File: src/rtl/alu_control_unit_if.sv
// Operand/opcode request and result bus between the ALU registers and the ALU sequencer.
interface alu_control_unit_if #(
  parameter int W = 8
);
  logic           start;
  logic [1:0]     op;
  logic [W-1:0]   x;
  logic [W-1:0]   y;
  logic           busy;
  logic           done;
  logic [2*W-1:0] result;
  logic           ovf;
  logic           err;

  modport master (output start, op, x, y, input busy, done, result, ovf, err);
  modport slave  (input start, op, x, y, output busy, done, result, ovf, err);
endinterface

File: src/rtl/alu_control_unit.sv
// Multi-cycle ADD/SUB/Booth-MUL sequencer sharing one W+1 bit ripple adder; done 2 / 2W+1 / 1 edges after start.
// No queueing: start is ignored while busy. ALU_CTRL_SKIP_EN skips Booth no-op add cycles.
module adder_rca #(
  parameter int N = 9
) (
  input  logic [N-1:0] x,
  input  logic [N-1:0] y,
  input  logic         carry_in,
  output logic [N-1:0] sum,
  output logic         carry_out
);
  logic [N:0] c;

  assign c[0] = carry_in;

  for (genvar i = 0; i < N; i++) begin : g_fa
    assign sum[i]   = x[i] ^ y[i] ^ c[i];
    assign c[i+1]   = (x[i] & y[i]) | (c[i] & (x[i] ^ y[i]));
  end

  assign carry_out = c[N];
endmodule

module alu_control_unit #(
  parameter int W = 8
) (
  input  logic             clk,
  input  logic             rst_b,
  alu_control_unit_if.slave bus
);
  localparam int CW = $clog2(W + 1);

  typedef enum logic [2:0] {IDLE, EXEC, MADD, MSHIFT, DONE} state_t;

  state_t         state, state_nxt;
  logic [W-1:0]   xa, yb;
  logic [1:0]     opc;
  logic [W:0]     acc;
  logic [W-1:0]   q;
  logic           q_m1;
  logic [CW-1:0]  count;
  logic [2*W-1:0] result_r;
  logic           done_r, ovf_r, err_r;

  logic [W:0]     mcand;
  logic [W:0]     add_x, add_y, add_sum;
  logic           add_cin, carry_unused;
  logic [1:0]     booth_bits;
  logic [2*W+1:0] shifted;

  assign mcand      = {xa[W-1], xa};
  assign booth_bits = {q[0], q_m1};
  assign shifted    = $unsigned($signed({acc, q, q_m1}) >>> 1);

  adder_rca #(.N(W + 1)) u_adder (
    .x         (add_x),
    .y         (add_y),
    .carry_in  (add_cin),
    .sum       (add_sum),
    .carry_out (carry_unused)
  );

  always_comb begin
    state_nxt = state;
    add_x     = '0;
    add_y     = '0;
    add_cin   = 1'b0;
    case (state)
      IDLE: begin
        if (bus.start) begin
          case (bus.op)
            2'b00, 2'b01: state_nxt = EXEC;
`ifdef ALU_CTRL_SKIP_EN
            // Q-1 starts at 0, so only y[0]=1 needs an adder pass first
            2'b10:        state_nxt = bus.y[0] ? MADD : MSHIFT;
`else
            2'b10:        state_nxt = MADD;
`endif
            default:      state_nxt = DONE;
          endcase
        end
      end
      EXEC: begin
        add_x     = {xa[W-1], xa};
        add_y     = opc[0] ? ~{yb[W-1], yb} : {yb[W-1], yb};
        add_cin   = opc[0];
        state_nxt = DONE;
      end
      MADD: begin
        add_x     = acc;
        add_y     = (booth_bits == 2'b10) ? ~mcand : mcand;
        add_cin   = (booth_bits == 2'b10);
        state_nxt = MSHIFT;
      end
      MSHIFT: begin
        if (count == CW'(W - 1)) begin
          state_nxt = DONE;
        end else begin
`ifdef ALU_CTRL_SKIP_EN
          // shifted[1:0] are the next {Q[0], Q-1} pair
          state_nxt = (shifted[1] ^ shifted[0]) ? MADD : MSHIFT;
`else
          state_nxt = MADD;
`endif
        end
      end
      DONE:    state_nxt = IDLE;
      default: state_nxt = IDLE;
    endcase
  end

  always_ff @(posedge clk or negedge rst_b) begin
    if (!rst_b) begin
      state    <= IDLE;
      xa       <= '0;
      yb       <= '0;
      opc      <= '0;
      acc      <= '0;
      q        <= '0;
      q_m1     <= 1'b0;
      count    <= '0;
      result_r <= '0;
      done_r   <= 1'b0;
      ovf_r    <= 1'b0;
      err_r    <= 1'b0;
    end else begin
      state  <= state_nxt;
      done_r <= (state == DONE);
      case (state)
        IDLE: begin
          if (bus.start) begin
            xa       <= bus.x;
            yb       <= bus.y;
            opc      <= bus.op;
            acc      <= '0;
            q        <= bus.y;
            q_m1     <= 1'b0;
            count    <= '0;
            result_r <= '0;
            ovf_r    <= 1'b0;
            err_r    <= (bus.op == 2'b11);
          end
        end
        EXEC: begin
          result_r <= {{(W - 1){add_sum[W]}}, add_sum};
          ovf_r    <= add_sum[W] ^ add_sum[W-1];
        end
        MADD: begin
          if (booth_bits[1] ^ booth_bits[0]) acc <= add_sum;
        end
        MSHIFT: begin
          {acc, q, q_m1} <= shifted;
          count          <= count + 1'b1;
          if (count == CW'(W - 1)) result_r <= shifted[2*W:1];
        end
        default: ;
      endcase
    end
  end

  assign bus.busy   = (state != IDLE);
  assign bus.done   = done_r;
  assign bus.result = result_r;
  assign bus.ovf    = ovf_r;
  assign bus.err    = err_r;
endmodule

File: src/flat_wrapper.sv
// flat-port wrapper written by rule: the top's interface ports become plain ports
module alu_control_unit_flat 
#(
  parameter int W = 8
)
  (clk, rst_b, bus_start, bus_op, bus_x, bus_y, bus_busy, bus_done, bus_result, bus_ovf, bus_err);
  alu_control_unit_if #(.W(W)) bus_i ();
  input  logic clk;
  input  logic rst_b;
  input wire logic [$bits(bus_i.start)-1:0] bus_start;
  input wire logic [$bits(bus_i.op)-1:0] bus_op;
  input wire logic [$bits(bus_i.x)-1:0] bus_x;
  input wire logic [$bits(bus_i.y)-1:0] bus_y;
  output wire logic [$bits(bus_i.busy)-1:0] bus_busy;
  output wire logic [$bits(bus_i.done)-1:0] bus_done;
  output wire logic [$bits(bus_i.result)-1:0] bus_result;
  output wire logic [$bits(bus_i.ovf)-1:0] bus_ovf;
  output wire logic [$bits(bus_i.err)-1:0] bus_err;
  assign bus_i.start = bus_start;
  assign bus_i.op = bus_op;
  assign bus_i.x = bus_x;
  assign bus_i.y = bus_y;
  assign bus_busy = bus_i.busy;
  assign bus_done = bus_i.done;
  assign bus_result = bus_i.result;
  assign bus_ovf = bus_i.ovf;
  assign bus_err = bus_i.err;
  alu_control_unit #(.W(W)) u_core (.clk(clk), .rst_b(rst_b), .bus(bus_i));
endmodule
File: config.mk
export PLATFORM = sky130hd
export DESIGN_NAME = alu_control_unit_flat
export DESIGN_NICKNAME = d
export VERILOG_FILES = /design/src/rtl/alu_control_unit_if.sv /design/src/rtl/alu_control_unit.sv /design/src/flat_wrapper.sv
export SDC_FILE = /design/constraint.sdc
export NUM_CORES = 1
export LEC_CHECK = 0
export BUFFER_PORTS_ARGS = -buffer_cell sky130_fd_sc_hd__buf_2
export CAP_MARGIN = 20
export CELL_PAD_IN_SITES_DETAIL_PLACEMENT = 1
export CELL_PAD_IN_SITES_GLOBAL_PLACEMENT = 1
export CORE_MARGIN = 5
export CORE_UTILIZATION = 45
export CTS_BUF_LIST = sky130_fd_sc_hd__clkbuf_16
export DETAILED_ROUTE_END_ITERATION = 7
export PLACE_DENSITY = 0.77
export SLEW_MARGIN = 15
export SYNTH_ARGS = -nofsm -noshare
export SYNTH_HDL_FRONTEND = slang
export SYNTH_SLANG_ARGS = --single-unit
File: constraint.sdc
create_clock -name clk -period 6 [get_ports clk]
set_input_delay 0.3 -clock clk [delete_from_list [all_inputs] [get_ports clk]]
set_output_delay 0.3 -clock clk [all_outputs]
set_load 0.03 [all_outputs]
==> flow_metrics.env <==
export IMPL_status="completed"
export IMPL_preCtsSetupSlack_ns=0.827
export IMPL_syn_cell_area_um2=3250
export IMPL_clk_pin_slew_ns=0.05
export IMPL_core_rowCount=31
export IMPL_fin_setup_tns_ns=0
export IMPL_grt_ovfl_total=0
export IMPL_post_cts_hold_buffer_count=0
export IMPL_antenna_found_initial=0
export IMPL_cts_buffer_depth=2
export IMPL_fin_crit_ns=5.31
export IMPL_ys_ff_latch=61
export IMPL_r2r_slack_ns=0.69
export IMPL_ir_worst_vdd_v=0.000247
export IMPL_avgSynthCellArea_um2=9.60
export IMPL_cts_root_buf="clkbuf_16"
export IMPL_grt_max_degree=62
export IMPL_nNetsFinal=402
export IMPL_critical_path_buf_inv_count=2
export IMPL_yosysTopAreaCell="dfrtp_1"
export IMPL_cts_sinks=61
export IMPL_die_w_um=95.0
export IMPL_synth_ff_type="dfrtp_1"
export IMPL_place_gp_congestion=0.854
export IMPL_min_path_type="in2async"
export IMPL_synth_top_cell_area_share=0.469
export IMPL_multi_input_area_um2=1550
export IMPL_cpMostUsedCell="fa_1"
export IMPL_diodes=0
export IMPL_clock_latency_ns=0.33
export IMPL_cts_buffers=9
export IMPL_end_kind="flip-flop"
export IMPL_power_per_cell_area_nw_per_um2=710
export IMPL_port_buffers=40
export IMPL_worst_pin_slew_ns=0.885
export IMPL_remaining_drc_errors=0
export IMPL_vias_per_cell=5.40
export IMPL_slowest_stage="a21oi_1"
export IMPL_synth_nets=370
export IMPL_ff_latch_area_um2=1530
export IMPL_ys_async_sr_fraction=1.00
export IMPL_final_hold_violation_count=0
export IMPL_synth_common_cells="nand2_1, dfrtp_1, nor2_1"
export IMPL_grt_usage=0.204
export IMPL_grt_pass1_vias=2773
export IMPL_die_area_um2=9030
export IMPL_routed_wl_um=8180
export IMPL_whs_ns=0.138
export IMPL_relSlewSlack=0.409
export IMPL_ys_seq_area_frac=0.469
export IMPL_fin_worst_skew_ns=0.00719
export IMPL_critical_path_cell_chain="nor2_1, and2_1, a22o_1, fa_1, fa_1, fa_1, inv_1, fa_1, fa_1, fa_1, fa_1, inv_1, fa_1, xor2_1, xnor2_1, a21oi_1, a21oi_1"
export IMPL_h_tree_depth=3
export IMPL_drive_above_1_share=0.162
export IMPL_synth_most_common_cell="nand2_1"
export IMPL_syn_to_final_growth_pct=16.2
export IMPL_min_period_over_period=0.884
export IMPL_cts_tree="built"
export IMPL_drtIter0Drc=104
export IMPL_ys_types=42
export IMPL_crit_fanout=18
export IMPL_path_depth=17
export IMPL_start_util=0.456
export IMPL_synth_top_cells_by_area="dfrtp_1, nand2_1, fa_1"
export IMPL_slowest_delay_ns=0.57
export IMPL_worstRegToRegCells=17
export IMPL_required_ns=6.17
export IMPL_setup_slack_ns=0.694
export IMPL_critPathKind="reg2reg"
export IMPL_core_um2=7140
export IMPL_ant_nets=0
export IMPL_dpl_hpwl_um=5680
export IMPL_yosysWarnings=0
export IMPL_nFillCells=853
export IMPL_pin_count=41
export IMPL_via_count=2565
export IMPL_dieHeight_um=95.0
export IMPL_avgRoutedWirePerCell_um=17.2
export IMPL_path_delay_family="adder cells"
export IMPL_arrival_ns=5.47
export IMPL_maxSlewViolCount=0
export IMPL_drt_pass1_iterations=4
export IMPL_leakage_nw=1.76
export IMPL_total_power_mw=2.69
export IMPL_clock_fmax_mhz=188
export IMPL_netlist_instances=339
export IMPL_crit_path_start_kind="flip-flop"
export IMPL_setup_viol=0
export IMPL_rsz0062_at_grt="false"
export IMPL_cts_resized_gates=0
export IMPL_synth_edff_count=0
export IMPL_postCtsSetupRepairBufs=0
export IMPL_grt_pass1_wl_um=13900
export IMPL_max_cap_violations=0
==> metal layers <==
| layer | GRT usage | up-vias | routed length, um |
|---|---|---|---|
| li1 | - | 1235 | - |
| met1 | 0.277 | 1266 | 3930 |
| met2 | 0.312 | 54 | 3800 |
| met3 | 0.0442 | 10 | 298 |
| met4 | 0.0950 | 0 | 150 |
| met5 | 0 | - | 0 |
==> final timing paths <==
check,end,start
max in group asynchronous,u_core.xa[4],rst_b
max reg2reg,u_core.bus.result[15],u_core.state[0]
max,u_core.bus.result[15],u_core.state[0]
min reg2reg,u_core.bus.result[6],u_core.bus.result[6]
min,u_core.acc[7],rst_b
min in group clk,u_core.xa[7],bus_x[7]
==> where the power goes <==
group          leakage, nW  internal (mW)  switching, mW  total (mW)
registers            0.745          0.601          0.198       0.800
logic                0.847          0.529          0.785        1.31
clock network        0.169          0.400          0.174       0.573
==> cell type report <==
cell class                      instances  area share
Multi-Input combinational cell        250       0.410
Clock inverter                          7      0.0281
Clock buffer                            9      0.0596
Inverter                                5     0.00496
Tap cell                               99      0.0328
Sequential cell                        61       0.404
Timing Repair Buffer                   44      0.0609
==> stage by stage <==
stage | area, um2 | std cells | util
floorplan | 3250 | 339 | -
global placement | 3450 | 459 | 0.483
detailed placement | 3450 | 459 | 0.483
CTS | 3780 | 475 | 0.530
global route | 3780 | 475 | 0.530
finish | 3780 | 475 | 0.530
==> logic make-up after synthesis <==
| kind of cell | count (synthesis) | synth area share |
|---|---|---|
| AOI/OAI and AO/OA | 88 | 0.183 |
| xor gates and xnor gates | 22 | 0.0650 |
| adders and majority gates | 10 | 0.0569 |
| buffers and inverters | 28 | 0.0546 |
| DFF | 61 | 0.469 |
| and+or+nand+nor | 130 | 0.172 |
==> worst reg2reg max path: stages, from the launching register on <==
cell	delay [ns]
dfrtp_1	0.54
nor2_1	0.29
and2_1	0.56
a22o_1	0.25
fa_1	0.19
fa_1	0.19
fa_1	0.16
inv_1	0.05
fa_1	0.38
fa_1	0.39
fa_1	0.39
fa_1	0.37
inv_1	0.09
fa_1	0.23
xor2_1	0.24
xnor2_1	0.10
a21oi_1	0.57
a21oi_1	0.15
==> layout by cell type, fill, tap and decap left out, drive strengths merged, types with 2 or more instances in the layout <==
cell and count:
a21oi 21, and2 4, bufinv 3, nand3 2
o22ai 4, clkbuf 9, inv 7, nor2 26
ha 2, clkinv 2, o211ai 8, a22o 7
and2b 2, nand2 84, nand3b 2, o21ai 10
a22oi 8, xor2 10, a31oi 13, nor3 2
o21a 8, xnor2 12, buf 44, dfrtp 61
a221oi 4, fa 8, or3b 2
==> state kept, by name, summed over array words and instances, names as in the netlist <==
| signal | cells |
|---|---|
| u_core.bus.err | 1 |
| u_core.q | 8 |
| u_core.bus.result | 16 |
| u_core.bus.ovf | 1 |
| u_core.acc | 9 |
| u_core.count | 4 |
| u_core.opc | 1 |
| u_core.yb | 8 |
| u_core.xa | 8 |
| u_core.q_m1 | 1 |
| u_core.state | 3 |
| u_core.bus.done | 1 |
No activity file was read; power rests on OpenSTA's default activity.
